<file path="config.mk">
export PLATFORM = sky130hd
export DESIGN_NAME = unstriping_lane_scheduler
export DESIGN_NICKNAME = d
export VERILOG_FILES = /design/src/rtl/unstriping_lane_scheduler.sv
export SDC_FILE = /design/constraint.sdc
export NUM_CORES = 1
export LEC_CHECK = 0
export BUFFER_PORTS_ARGS = -buffer_cell sky130_fd_sc_hd__clkbuf_2
export CORE_MARGIN = 1
export CORE_UTILIZATION = 53
export DETAILED_ROUTE_END_ITERATION = 7
export PLACE_DENSITY_LB_ADDON = 0.15
export SYNTH_ARGS = -nofsm -noshare
export SYNTH_HDL_FRONTEND = slang
export SYNTH_SLANG_ARGS = --single-unit
</file>
<file path="constraint.sdc">
create_clock -name clk -period 2.2 [get_ports clk]
set_input_delay 0.33 -clock clk [delete_from_list [all_inputs] [get_ports clk]]
set_output_delay 0.33 -clock clk [all_outputs]
set_load 0.1 [all_outputs]
</file>
<file path="src/rtl/unstriping_lane_scheduler.sv">
// Re-merges two striped lanes into one ordered stream through per-lane elastic FIFOs.
// Optional lane-skew checker is built when UNSTRIPE_SKEW_CHK_EN is defined.
module unstriping_lane_scheduler #(
    parameter int WIDTH    = 32,
    parameter int DEPTH    = 4,
    parameter int SKEW_MAX = 2
) (
    input  logic             clk,
    input  logic             reset,
    input  logic             valid_0,
    input  logic [WIDTH-1:0] lane_0,
    input  logic             valid_1,
    input  logic [WIDTH-1:0] lane_1,
    output logic [WIDTH-1:0] data_out,
    output logic             valid_out,
    output logic             full_0,
    output logic             full_1,
    output logic             ovf_0,
    output logic             ovf_1,
    output logic             next_lane,
    output logic             skew_err
);
    localparam int AW = $clog2(DEPTH);
    localparam int CW = AW + 1;
    localparam logic [CW-1:0] CNT_FULL = CW'(DEPTH);

    typedef enum logic {
        EXPECT_L0 = 1'b0,
        EXPECT_L1 = 1'b1
    } state_t;

    state_t state, state_next;

    logic [WIDTH-1:0] mem_0 [DEPTH];
    logic [WIDTH-1:0] mem_1 [DEPTH];
    logic [AW-1:0]    wr_ptr_0, rd_ptr_0, wr_ptr_1, rd_ptr_1;
    logic [CW-1:0]    count_0, count_1;
    logic             pop_0, pop_1, push_0, push_1;

    // A full lane still accepts a word when its head leaves on the same edge.
    always_comb begin
        state_next = state;
        pop_0      = 1'b0;
        pop_1      = 1'b0;
        case (state)
            EXPECT_L0: if (count_0 != '0) begin
                pop_0      = 1'b1;
                state_next = EXPECT_L1;
            end
            EXPECT_L1: if (count_1 != '0) begin
                pop_1      = 1'b1;
                state_next = EXPECT_L0;
            end
            default: state_next = EXPECT_L0;
        endcase
        push_0 = valid_0 && ((count_0 != CNT_FULL) || pop_0);
        push_1 = valid_1 && ((count_1 != CNT_FULL) || pop_1);
    end

    assign full_0    = (count_0 == CNT_FULL);
    assign full_1    = (count_1 == CNT_FULL);
    assign next_lane = state;

    always_ff @(posedge clk) begin
        if (push_0) mem_0[wr_ptr_0] <= lane_0;
        if (push_1) mem_1[wr_ptr_1] <= lane_1;
    end

    always_ff @(posedge clk) begin
        if (reset) begin
            state     <= EXPECT_L0;
            wr_ptr_0  <= '0;
            rd_ptr_0  <= '0;
            wr_ptr_1  <= '0;
            rd_ptr_1  <= '0;
            count_0   <= '0;
            count_1   <= '0;
            data_out  <= '0;
            valid_out <= 1'b0;
            ovf_0     <= 1'b0;
            ovf_1     <= 1'b0;
        end else begin
            state     <= state_next;
            valid_out <= pop_0 || pop_1;
            if (pop_0) data_out <= mem_0[rd_ptr_0];
            else if (pop_1) data_out <= mem_1[rd_ptr_1];
            if (push_0) wr_ptr_0 <= wr_ptr_0 + AW'(1);
            if (push_1) wr_ptr_1 <= wr_ptr_1 + AW'(1);
            if (pop_0)  rd_ptr_0 <= rd_ptr_0 + AW'(1);
            if (pop_1)  rd_ptr_1 <= rd_ptr_1 + AW'(1);
            case ({push_0, pop_0})
                2'b10:   count_0 <= count_0 + CW'(1);
                2'b01:   count_0 <= count_0 - CW'(1);
                default: count_0 <= count_0;
            endcase
            case ({push_1, pop_1})
                2'b10:   count_1 <= count_1 + CW'(1);
                2'b01:   count_1 <= count_1 - CW'(1);
                default: count_1 <= count_1;
            endcase
            if (valid_0 && !push_0) ovf_0 <= 1'b1;
            if (valid_1 && !push_1) ovf_1 <= 1'b1;
        end
    end

`ifdef UNSTRIPE_SKEW_CHK_EN
    logic [CW-1:0] skew_diff;

    // Judged on the counts as they stand before this edge's push/pop.
    assign skew_diff = (count_0 > count_1) ? (count_0 - count_1) : (count_1 - count_0);

    always_ff @(posedge clk) begin
        if (reset)
            skew_err <= 1'b0;
        else if (skew_diff > CW'(SKEW_MAX))
            skew_err <= 1'b1;
    end
`else
    assign skew_err = 1'b0;
`endif

endmodule

</file>
# Word level (Yosys, flattened, before mapping)
# Memory sizes are Yosys's and may differ from the RTL's. A register that Yosys moved wholly into a read port is not among the register bits.
# Index checks and enable logic that the tools add are counted.
[word_totals] mem_count=2 ram_bits=256 word_cells=62 out_inout_bits=39 regBits=50 in_bits=68
[memory_table] name="mem_0" words=4 width=32 rd=1 rd_ports_with_merged_regs=1 write_ports=1 line="34" source="logic [WIDTH-1:0] mem_0 [DEPTH];"
[memory_table] name="mem_1" words=4 width=32 rd=1 rd_ports_with_merged_regs=1 write_ports=1 line="35" source="logic [WIDTH-1:0] mem_1 [DEPTH];"
[op_classes] n_reduce_logical=14 bitwise=1 eq_ne=8 addsub=8 n_mux=18
[op_table] operator="32-bit two-way mux" count=2
[op_table] operator="3-bit one-hot mux with 2 select lines" count=2
[op_table] operator="1-bit two-way mux" count=9
[op_table] operator="2-bit by 1-bit adder with 2-bit output (second input constant)" count=4
[op_table] operator="2-bit two-way mux" count=4
[op_table] operator="3-bit by 1-bit adder with 3-bit output (second input constant)" count=2
[op_table] operator="3-bit equality test (second input constant)" count=2
[op_table] operator="3-bit != test (second input constant)" count=2
[op_table] operator="2-bit nonzero test" count=3
[op_table] operator="3-bit nonzero test" count=2
[op_table] operator="3-bit by 1-bit subtractor with 3-bit output (second input constant)" count=2
[op_table] operator="2-bit by 1-bit equality test with 1-bit output (second input constant)" count=2
[op_table] operator="2-bit equality test (second input constant)" count=2
[op_table] operator="1-bit logical AND" count=4
[op_table] operator="1-bit logical OR" count=3
[op_table] operator="1-bit zero test" count=2
[op_table] operator="1-bit one-hot mux with 2 select lines" count=1
[op_table] operator="1-bit inverter" count=1

# Logic depth before layout (Yosys ltp)
[logic_depth] depth_word=7 mapped_depth=11 depth_no_buf=9

# Worst setup path after synthesis
# OpenSTA, ideal clock, no wires.
[synth_timing] kind="register to register" from="register state (netlist: next_lane)" to="register count_1[2]" synth_period_minus_slack_ns=3.013 stages_incl_launch_ff=11 arrival_ns=2.942 required_time_ns=2.130 n_path_buf=3 path_slack_ns=-0.813 setup_ns=0.070 path_cell_list="dfxtp_1 buf_2 o31a_1 buf_2 buf_2 ha_1 inv_1 fa_1 xor2_1 or3_1 a21oi_1"
[synth_between] elab_chain_len=5 word_cells_on_any_way=7 classes_between="eq/ne: 2; mux: 2; reduce/logical: 3"
[synth_rtl] element="start: declaration" line="32" source="state_t state, state_next;"
[synth_rtl] element="start signal: assignment" line="83" source="state <= state_next;"
[synth_rtl] element="1-bit two-way mux (*)" line="45" source="case (state)"
[synth_rtl] element="net pop_1" line="38" source="logic pop_0, pop_1, push_0, push_1;"
[synth_rtl] element="1-bit logical OR" line="57" source="push_1 = valid_1 && ((count_1 != CNT_FULL) || pop_1);"
[synth_rtl] element="1-bit logical AND" line="57"
[synth_rtl] element="2-bit by 1-bit equality test with 1-bit output or 2-bit equality test (tied branches)" line="96" source="case ({push_1, pop_1})"
[synth_rtl] element="3-bit one-hot mux with 2 select lines or 2-bit nonzero test (tied branches)"
[synth_rtl] element="end signal: assignment" line="97" source="2'b10: count_1 <= count_1 + CW'(1);"
[synth_rtl] element="end signal: assignment" line="98" source="2'b01: count_1 <= count_1 - CW'(1);"
[synth_rtl] element="end signal: assignment" line="99" source="default: count_1 <= count_1;"
[synth_rtl] element="end: declaration" line="37" source="logic [CW-1:0] count_0, count_1;"
# Mark *: on every way through the listed nets, which the timed path passes. The rest lies on a longest branch.
# A chain may end at the register's enable or synchronous reset.

# Final worst setup path
[layout_timing] from="register count_0[0]" to="register count_0[1]"
[layout_between] elab_chain_len=7 word_cells_on_any_way=12 classes_between="add/sub: 2; eq/ne: 3; mux: 3; reduce/logical: 4"
[layout_rtl] element="start: declaration" line="37"
[layout_rtl] element="start signal: assignment" line="92" source="2'b10: count_0 <= count_0 + CW'(1);"
[layout_rtl] element="start signal: assignment" line="93" source="2'b01: count_0 <= count_0 - CW'(1);"
[layout_rtl] element="start signal: assignment" line="94" source="default: count_0 <= count_0;"
[layout_rtl] element="3-bit nonzero test" line="46" source="EXPECT_L0: if (count_0 != '0) begin"
[layout_rtl] element="1-bit two-way mux" line="46"
[layout_rtl] element="1-bit two-way mux" line="45"
[layout_rtl] element="1-bit logical OR" line="56" source="push_0 = valid_0 && ((count_0 != CNT_FULL) || pop_0);"
[layout_rtl] element="1-bit logical AND" line="56"
[layout_rtl] element="2-bit by 1-bit equality test with 1-bit output or 2-bit equality test (tied branches)" line="91" source="case ({push_0, pop_0})"
[layout_rtl] element="3-bit one-hot mux with 2 select lines or 2-bit nonzero test (tied branches)"
# Parallel ways exist; a longest one is shown, timed or not.

==> qor.txt <==
status: complete, no violations
syn_area_per_cell: 19.4 um^2
Synth Area in XOR/XNOR: 0.681%
Synth Flop Type: edfxtp_1
Row Count: 53
Yosys top cell area share: 66.4%
Total Nets Final: 815
worst vdd ir: 1.90 mV
cell count after synthesis: 597
Longest Clk Path Bufs: 3
PD cells: 1330 mW/mm^2
DRC Markers: 0
Finished Layout Cells: 1035
count leader, synth: edfxtp_1
Yosys warning count: 0
Total GRT Usage: 20.2%
ANT nets after route: 0
clock buffer count from CTS: 30
sequential-to-total area share from yosys stat: 75.7%
# clock sinks: 310
LEAKAGE: 4.64 nW
post-route cell area: 0.0137 mm^2
worst path bufs/invs: 0
max-slew violations: 0
Post-synth EDFFs: 256
final weighted congestion in routability-driven placement: 0.760
# diodes: 0
vias per cell: 5.58
Top delay family on crit path: compound AO/OA/AOI/OAI gates
crit path max fanout: 7
crit share post-route: 96.3%
Adder-Cell Fraction of Synth Area: 1.32%
gr ovfl total: 0
worst skew pair latency: 0.53 ns
asr flop ratio synth: 0%
first-pass GRT wire length: 33500 um
WL final: 21800 um
initial antenna violation count: 0
hpwl dp: 13900 um
Hold Crit Class: in2reg
io pins: 107
Synth Area in Simple Gates: 2.94%
Clock Tree Root: clkbuf_16
die height: 150 um
CTS tree: done
critical path launch point type: flop
drt first pass iters: 4
Post-synth top cells: edfxtp_1 (256), mux4_2 (64), dfxtp_1 (54)
DIE WIDTH: 150 um
Post-DP Area: 0.0125 mm^2
critical-path cell list: nor3_1, or3_1, fa_1, a211oi_1, o21ai_0, a221oi_1
Least-Margin Pin Slew: 0.906 ns
htree depth: 1
Area Overhead vs Synth: 18.2%
CP max stage delay: 0.47 ns
setup violators final: 0
Mapped Area: 0.0116 mm^2
fmax: 472 MHz
largest net degree at the start of global routing: 43
area leader, netlist: edfxtp_1
#FFs+latches synth: 310
Syn Nets: 676
main area contributors after synthesis: edfxtp_1 (66%), mux4_2 (12%), dfxtp_1 (9.3%)
die area: 0.0224 mm^2
post-synthesis compound-gate area fraction: 4.53%
vias: 5774
arrival time worst endpoint: 2.54 ns
Slew HR: 39.6%
starting density of the core: 54.6%
mux cell area share after synthesis: 12.7%
CP Class: reg2reg
minimum clock period after layout: 2.12 ns
DR iter-0 viols: 350
Worst-path clk slew: 0.06 ns
Crit. End Element: flop
layout cells sized above 1: 33.7%
Final Hold Viols: 0
placed cell count: 961
number of global-route vias before repair: 6072
Max-cap violations: 0
largest family of logic cells by synthesized area: multiplexers
WL/cell: 21.0 um
core box area: 0.0212 mm^2
Cell variety after synth: 37
CP Data Required Time: 2.62 ns
IO buf count: 105
RSZ-0062 raised after global routing: no
Clock Skew: 0.00708 ns
slowest CP cell: fa_1
total power: 18.2 mW
## layout make-up
| cell class | count | area [um^2] |
|---|---|---|
| repair buffers | 140 | 921 |
| inverters | 11 | 41.3 |
| multi-input cells | 243 | 2620 |
| flip-flops and latches | 310 | 8780 |
| well taps | 275 | 344 |
| clock buffers | 34 | 787 |
| clock inverters | 22 | 195 |
| fillers | 1465 | 7530 |
## cell families (layout without fill, tap and decap cells)
logic type,count (synthesis),count (layout)
compound gates,82,82
fa+ha+maj,11,11
mux,67,67
simple gates,73,73
other cells,1,1
flops,310,310
xor+xnor,9,9
buf+inv,44,207
## registers in the layout, indices dropped and copies added, names as in the netlist, named ones only
name	count
ovf_0	1
valid_out	1
next_lane	1
rd_ptr_1	2
mem_0	128
count_0	3
count_1	3
mem_1	128
wr_ptr_0	2
ovf_1	1
rd_ptr_0	2
wr_ptr_1	2
data_out	32
## per-stage QoR
step	TNS (ns)	util, %	hold WS [ns]	worst slack, ns
3_3_place_gp	0	59.0	0.437	0.207
2_1_floorplan	-11.61	-	0.429	-0.0901
5_1_grt	0	64.5	0.000267	0.0232
4_1_cts	0	64.3	0.000398	0.0344
6_report	0	64.5	0.0131	0.0815
3_5_place_dp	0	59.0	0.443	0.0396
## placed cells by master (no fill, tap or decap), types with 6 or more instances in the layout
cell / synthesis / layout
edfxtp_1: 256 / 256
clkbuf_2: 0 / 105
mux4_2: 64 / 64
dfxtp_1: 54 / 47
a21oi_1: 39 / 39
nand2_1: 33 / 33
a22oi_1: 32 / 32
clkbuf_16: 0 / 31
nor2_1: 19 / 18
dlygate4sd3_1: 0 / 18
inv_1: 11 / 11
buf_4: 3 / 10
clkinv_2: 0 / 9
and2_2: 0 / 8
ha_1: 9 / 8
buf_12: 0 / 7
dfxtp_2: 0 / 6
## final timing paths
path	from	to	slack (ns)	cells after the start
max	count_0[0]	count_0[1]	0.08	6
min	lane_0[1]	mem_0[2][1]	0.01	1
min reg2reg	data_out[6]	data_out[6]	0.45	2
max reg2reg	count_0[0]	count_0[1]	0.08	6
## where the power goes
group	leakage (nW)	switching [mW]	internal, mW
combinational	1.36	4.06	1.65
sequential	2.80	0.388	7.14
clock	0.484	2.07	2.93
## worst register-to-register path, cell delays in order, from the launching register on
cell	delay, ns
dfxtp_2	0.41
nor3_1	0.10
or3_1	0.33
fa_1	0.47
a211oi_1	0.21
o21ai_0	0.14
a221oi_1	0.34
## per-layer routing
layer / global-route usage (%) / part of all wire (%)
met5: 0 / 0
met4: 5.25 / 2.0
met3: 4.33 / 5.7
met2: 36.0 / 53
met1: 25.2 / 40
## repair_timing
action | CTS | global route
hold endpoints to repair | 58 | 8
buffers inserted | 0 | 0
pin swaps | 0 | 0
hold buffers | 15 | 3
gates resized for setup | 1 | 3
endpoints found under the setup margin | 1 | 2
Power figures use the tool's default switching activity.
